===== src/rtl/ddr3_axi_arb.sv =====
// Round-robin arbiter sharing one DDR3 IP AXI port between two masters.
// Write (AW+W) and read (AR+R) channels are arbitrated independently.
module ddr3_axi_arb #(
  parameter int CTRL_ADDR_WIDTH = 28,
  parameter int MEM_DQ_WIDTH    = 32
) (
  input  logic                         core_clk,
  input  logic                         core_clk_rst_n,
  input  logic                         ddrc_init_done,
  input  logic [CTRL_ADDR_WIDTH-1:0]   m0_awaddr,
  input  logic [3:0]                   m0_awlen,
  input  logic                         m0_awvalid,
  output logic                         m0_awready,
  input  logic [MEM_DQ_WIDTH*8-1:0]    m0_wdata,
  output logic                         m0_wready,
  output logic                         m0_wlast,
  input  logic [CTRL_ADDR_WIDTH-1:0]   m0_araddr,
  input  logic [3:0]                   m0_arlen,
  input  logic                         m0_arvalid,
  output logic                         m0_arready,
  output logic                         m0_rvalid,
  output logic                         m0_rlast,
  input  logic [CTRL_ADDR_WIDTH-1:0]   m1_awaddr,
  input  logic [3:0]                   m1_awlen,
  input  logic                         m1_awvalid,
  output logic                         m1_awready,
  input  logic [MEM_DQ_WIDTH*8-1:0]    m1_wdata,
  output logic                         m1_wready,
  output logic                         m1_wlast,
  input  logic [CTRL_ADDR_WIDTH-1:0]   m1_araddr,
  input  logic [3:0]                   m1_arlen,
  input  logic                         m1_arvalid,
  output logic                         m1_arready,
  output logic                         m1_rvalid,
  output logic                         m1_rlast,
  output logic [MEM_DQ_WIDTH*8-1:0]    rdata,
  output logic [CTRL_ADDR_WIDTH-1:0]   axi_awaddr,
  output logic [3:0]                   axi_awlen,
  output logic                         axi_awvalid,
  input  logic                         axi_awready,
  output logic [MEM_DQ_WIDTH*8-1:0]    axi_wdata,
  input  logic                         axi_wready,
  input  logic                         axi_wusero_last,
  output logic [CTRL_ADDR_WIDTH-1:0]   axi_araddr,
  output logic [3:0]                   axi_arlen,
  output logic                         axi_arvalid,
  input  logic                         axi_arready,
  input  logic [MEM_DQ_WIDTH*8-1:0]    axi_rdata,
  input  logic                         axi_rvalid,
  input  logic                         axi_rlast,
  output logic [1:0]                   wr_gnt,
  output logic [1:0]                   rd_gnt
);

  typedef enum logic [1:0] {W_IDLE, W_ADDR, W_DATA} w_st_t;
  typedef enum logic [1:0] {R_IDLE, R_ADDR, R_DATA} r_st_t;

  w_st_t w_st, w_nxt;
  r_st_t r_st, r_nxt;
  logic [1:0] wg_nxt, rg_nxt;
  logic w_last, w_last_nxt;
  logic r_last, r_last_nxt;
  logic aw_req, ar_req;
  logic w_a, w_d, r_a, r_d;

  // last == 1 means M1 was served last, so M0 wins a tie
  function automatic logic [1:0] pick(
    input logic [1:0] req,
    input logic       last
  );
    if (req == 2'b11) return last ? 2'b01 : 2'b10;
    return req;
  endfunction

  always_ff @(posedge core_clk or negedge core_clk_rst_n) begin
    if (!core_clk_rst_n) begin
      w_st   <= W_IDLE;
      r_st   <= R_IDLE;
      wr_gnt <= 2'b00;
      rd_gnt <= 2'b00;
      w_last <= 1'b1;
      r_last <= 1'b1;
    end else begin
      w_st   <= w_nxt;
      r_st   <= r_nxt;
      wr_gnt <= wg_nxt;
      rd_gnt <= rg_nxt;
      w_last <= w_last_nxt;
      r_last <= r_last_nxt;
    end
  end

  assign aw_req = wr_gnt[1] ? m1_awvalid : m0_awvalid;
  assign ar_req = rd_gnt[1] ? m1_arvalid : m0_arvalid;

  always_comb begin
    w_nxt      = w_st;
    wg_nxt     = wr_gnt;
    w_last_nxt = w_last;
    unique case (w_st)
      W_IDLE: begin
        if (ddrc_init_done && (m0_awvalid || m1_awvalid)) begin
          wg_nxt = pick({m1_awvalid, m0_awvalid}, w_last);
          w_nxt  = W_ADDR;
        end
      end
      W_ADDR: begin
        if (!aw_req) begin
          w_nxt  = W_IDLE;
          wg_nxt = 2'b00;
        end else if (axi_awready) begin
          w_nxt = W_DATA;
        end
      end
      W_DATA: begin
        if (axi_wready && axi_wusero_last) begin
          w_nxt      = W_IDLE;
          wg_nxt     = 2'b00;
          w_last_nxt = wr_gnt[1];
        end
      end
      default: begin
        w_nxt  = W_IDLE;
        wg_nxt = 2'b00;
      end
    endcase
  end

  always_comb begin
    r_nxt      = r_st;
    rg_nxt     = rd_gnt;
    r_last_nxt = r_last;
    unique case (r_st)
      R_IDLE: begin
        if (ddrc_init_done && (m0_arvalid || m1_arvalid)) begin
          rg_nxt = pick({m1_arvalid, m0_arvalid}, r_last);
          r_nxt  = R_ADDR;
        end
      end
      R_ADDR: begin
        if (!ar_req) begin
          r_nxt  = R_IDLE;
          rg_nxt = 2'b00;
        end else if (axi_arready) begin
          r_nxt = R_DATA;
        end
      end
      R_DATA: begin
        if (axi_rvalid && axi_rlast) begin
          r_nxt      = R_IDLE;
          rg_nxt     = 2'b00;
          r_last_nxt = rd_gnt[1];
        end
      end
      default: begin
        r_nxt  = R_IDLE;
        rg_nxt = 2'b00;
      end
    endcase
  end

  assign w_a = (w_st == W_ADDR);
  assign w_d = (w_st == W_DATA);
  assign r_a = (r_st == R_ADDR);
  assign r_d = (r_st == R_DATA);

  // address/data muxes follow the grant register with no extra stage
  assign axi_awvalid = w_a & aw_req;
  assign axi_awaddr  = wr_gnt[1] ? m1_awaddr :
                       wr_gnt[0] ? m0_awaddr : '0;
  assign axi_awlen   = wr_gnt[1] ? m1_awlen :
                       wr_gnt[0] ? m0_awlen : '0;
  assign axi_wdata   = wr_gnt[1] ? m1_wdata :
                       wr_gnt[0] ? m0_wdata : '0;

  assign m0_awready = w_a & wr_gnt[0] & axi_awready;
  assign m1_awready = w_a & wr_gnt[1] & axi_awready;
  assign m0_wready  = w_d & wr_gnt[0] & axi_wready;
  assign m1_wready  = w_d & wr_gnt[1] & axi_wready;
  assign m0_wlast   = w_d & wr_gnt[0] & axi_wusero_last;
  assign m1_wlast   = w_d & wr_gnt[1] & axi_wusero_last;

  assign axi_arvalid = r_a & ar_req;
  assign axi_araddr  = rd_gnt[1] ? m1_araddr :
                       rd_gnt[0] ? m0_araddr : '0;
  assign axi_arlen   = rd_gnt[1] ? m1_arlen :
                       rd_gnt[0] ? m0_arlen : '0;

  assign m0_arready = r_a & rd_gnt[0] & axi_arready;
  assign m1_arready = r_a & rd_gnt[1] & axi_arready;
  assign m0_rvalid  = r_d & rd_gnt[0] & axi_rvalid;
  assign m1_rvalid  = r_d & rd_gnt[1] & axi_rvalid;
  assign m0_rlast   = r_d & rd_gnt[0] & axi_rlast;
  assign m1_rlast   = r_d & rd_gnt[1] & axi_rlast;

  assign rdata = axi_rdata;

endmodule


===== config.mk =====
export PLATFORM = sky130hd
export DESIGN_NAME = ddr3_axi_arb
export DESIGN_NICKNAME = d
export VERILOG_FILES = /design/src/rtl/ddr3_axi_arb.sv
export SDC_FILE = /design/constraint.sdc
export NUM_CORES = 1
export LEC_CHECK = 0
export ABC_AREA = 0
export CAP_MARGIN = 10
export CORE_AREA = 2 2 588 590
export CTS_CLUSTER_DIAMETER = 50
export CTS_CLUSTER_SIZE = 12
export DETAILED_ROUTE_END_ITERATION = 7
export DIE_AREA = 0 0 590 592
export HOLD_SLACK_MARGIN = 0.06
export SLEW_MARGIN = 30
export SYNTH_ARGS = -nofsm -noshare
export SYNTH_HDL_FRONTEND = slang
export SYNTH_SLANG_ARGS = --single-unit

===== constraint.sdc =====
create_clock -name core_clk -period 1.3 [get_ports core_clk]
set_input_delay 0.195 -clock core_clk [delete_from_list [all_inputs] [get_ports core_clk]]
set_output_delay 0.195 -clock core_clk [all_outputs]
set_load 0.05 [all_outputs]

==> parameters.txt <==
Parameter                              Value

Global routing
  Met1 capacity usage during global routing    15.6%
  GR Overflow Total    0
  Layer with the highest usage    met2
  Fraction of met2 tracks used by global routing    24.6%
  Largest net degree at the start of global routing    48
  Antenna violations before repair    352
  Global-route wire length before repair    339000 microns
  Global Route met3 Usage    20.2%
  All-Layer GR Usage    17.1%
  Via count of the first global-routing pass    12367

Setup path
  Largest stage delay on the critical path    0.48 ns
  Cell chain of the critical path    nor2_4 > buf_12 > buf_16 > buf_12 > buf_12 > a22o_4 > buf_12
  Capture instance of the worst register-to-register path    w_st[1]
  Crit-path max FO    6
  Type of element capturing the critical path    output port
  R2R cell count    5
  Setup slack, reg-to-reg    -0.46 ns
  Crit Reg-Reg Startpoint    wr_gnt[1]
  Family of cells with the greatest summed delay on the critical path    buffers and inverters
  Required time at the endpoint of the critical path    1.11 ns
  Cell occurring most often along the worst timing path    buf_12
  Critical path type    flop to output port
  CP Buf/Inv Count    5
  Arrival time worst endpoint    2.06 ns
  Type of element launching the critical path    flop
  Cell with the largest stage delay on the worst path    dfrtp_4

Layout
  Multi-input gate area in the final layout    5900 sq um
  Count of filler cells inserted in the layout    39489
  Commonest cells after routing, fill and taps aside    clkdlybuf4s50_1 (652), buf_12 (405), a22o_4 (302)
  Post-layout net count    2562
  Register Area    260 sq um
  Most common cell after layout, fill and taps aside    clkdlybuf4s50_1
  Proportion of layout cells with a drive suffix above 1    57.6%
  Non-Filler Cell Area, Final    29500 sq um
  Non-filler instance count after layout    6372
  Relative area change from synthesis to final layout    414%

Placed design
  Post-Place Cell Area    26600 sq um
  Placer's final routability congestion estimate    0.912
  Detailed-placement wirelength estimate    288000 microns
  Port buffer count    990
  Count of placed standard cells including taps    6134

Timing
  Worst Skew    0.00101 ns
  Final hold violations    0
  Slack of the critical path    -0.960 ns
  Hold WS    0.267 ns
  Ratio of final minimum period to clock period    174%
  Pins Over Slew Limit    0
  Clock period minus worst slack    2.26 ns
  Count of final setup violators    340
  RSZ-0062 raised after global routing    yes
  Max Freq    0.443 GHz
  Relative slew margins    48.9%
  Worst Max-Slew Pin Slew    0.764 ns
  Fin Setup TNS    -251.09 ns

Yosys
  Syn nets    1633
  Register bit count reported by yosys    10
  Register area share after synthesis    4.40%
  Unique masters post-synth    24
  Cell count after synthesis    724
  Cell area after technology mapping    5750 sq um
  Mean post-synth cell area    7.94 sq um
  Synth warn    0

Routing
  DR DRC count    0
  Via count    12632
  Routed wire per std cell    48.8 microns
  Drt initial violations    574
  Drt pass-1 iters    4
  Routed Antenna Nets    0
  Aggregate routed wire length    311000 microns
  Via density    1.98

Clock tree
  Library cell used as clock root buffer    clkbuf_16
  Maximum buffer depth of the clock tree    2
  Source-to-sink clock delay at the later pin of the worst-skew pair    0.24 ns
  Number of buffers added to fix hold violations after cts    0
  Clk slew on worst S/H paths    0.05 ns
  CTS tree    yes
  Sinks on Clock Net    10
  Clock H-tree levels    1
  CTS Buf Count    3

Pwr
  Static Leak    10.5 nW
  Power consumption    74.9 mW
  Max IR drop VDD    1.30 mV
  Areal power density over the cells    2540 nW/um^2

Worst hold path
  Min-delay worst type    primary input to async pin

Run
  Maximum Capacitance Violations    0

Status
  Failing checks    setup timing
  Outcome    finished, violations left

Floorplan
  Area of the die    349000 sq um
  Placeable core region    342000 sq um
  Width of the chip    590 microns
  Effective utilization at floorplan    1.68%
  Die Ht    592 microns
  Floorplan row count    215
  # IOs    1503
## synthesized netlist by cell type (all sizes together)
cell type	count	area (sq um)
a22o	317	2780
buf	308	2240
clkbuf	20	75.1
and3	12	75.1
nand2	12	45.0
dfrtp	8	200
inv	8	30.0
nand3	6	30.0
o21ai	5	25.0
mux2	4	45.0
nor2	4	22.5
nor2b	4	25.0
o211ai	4	30.0
a22oi	2	15.0
a32o	2	20.0
dfstp	2	52.6
nand4	2	12.5
o2111ai	2	17.5
o32ai	2	17.5
## timing repair
| action | CTS | global route |
|---|---|---|
| gates resized for setup | 202 | 35 |
| cloned | 27 | 3 |
| setup endpoints to repair | 341 | 345 |
| pin swaps | 20 | 22 |
| setup buffers | 39 | 9 |
## cells by family after synthesis
kind of cell           share of synthesized area, %
AOI/OAI and AO/OA                              50.5
muxes                                         0.783
buffers and inverters                          40.7
DFF                                            4.40
and+or+nand+nor                                3.66
## metrics by stage
step           worst slack, ns  utilization [%]
2_1_floorplan           -0.381                -
5_1_grt                  -1.01             8.55
3_5_place_dp             -1.07             7.76
6_report                -0.960             8.63
4_1_cts                  -1.02             8.48
3_3_place_gp             -1.06             7.76
## where the power goes
part / switching [mW] / total [mW] / internal, mW
clock: 0.171 / 0.584 / 0.414
combinational: 40.8 / 73.8 / 33.0
sequential: 0.143 / 0.606 / 0.464
total: 41.1 / 74.9 / 33.9
## how the worst max path moves through the flow
stage	endpoint	cells after the start	startpoint
2_1_floorplan	axi_wdata[54]	5	wr_gnt[1]
5_1_grt	axi_wdata[146]	7	wr_gnt[1]
4_1_cts	axi_wdata[199]	7	wr_gnt[1]
3_3_place_gp	axi_wdata[180]	6	wr_gnt[1]
3_5_place_dp	axi_wdata[180]	6	wr_gnt[1]
6_report	axi_wdata[169]	7	wr_gnt[1]
## metal layers
layer  wire, microns  part of all wire (%)
met1           98500                    32
met2          124000                    40
met3           77400                    25
met4            8740                   2.8
met5            2250                  0.73
## registers in the layout (all words and copies together), names as in the netlist
name and cells:
w_last 1, rd_gnt 2, w_st 2, r_last 1, wr_gnt 2, r_st 2
## cell type report
type                    instances  share of cell area [%]
repair buffers               1252                    58.1
multi-input cells             378                    20.0
well taps                    4557                    19.3
diodes                        163                    1.38
flip-flops and latches         10                   0.881
clock buffers                   4                   0.267
inverters                       8                   0.102
No activity file was read; power rests on OpenSTA's default activity.
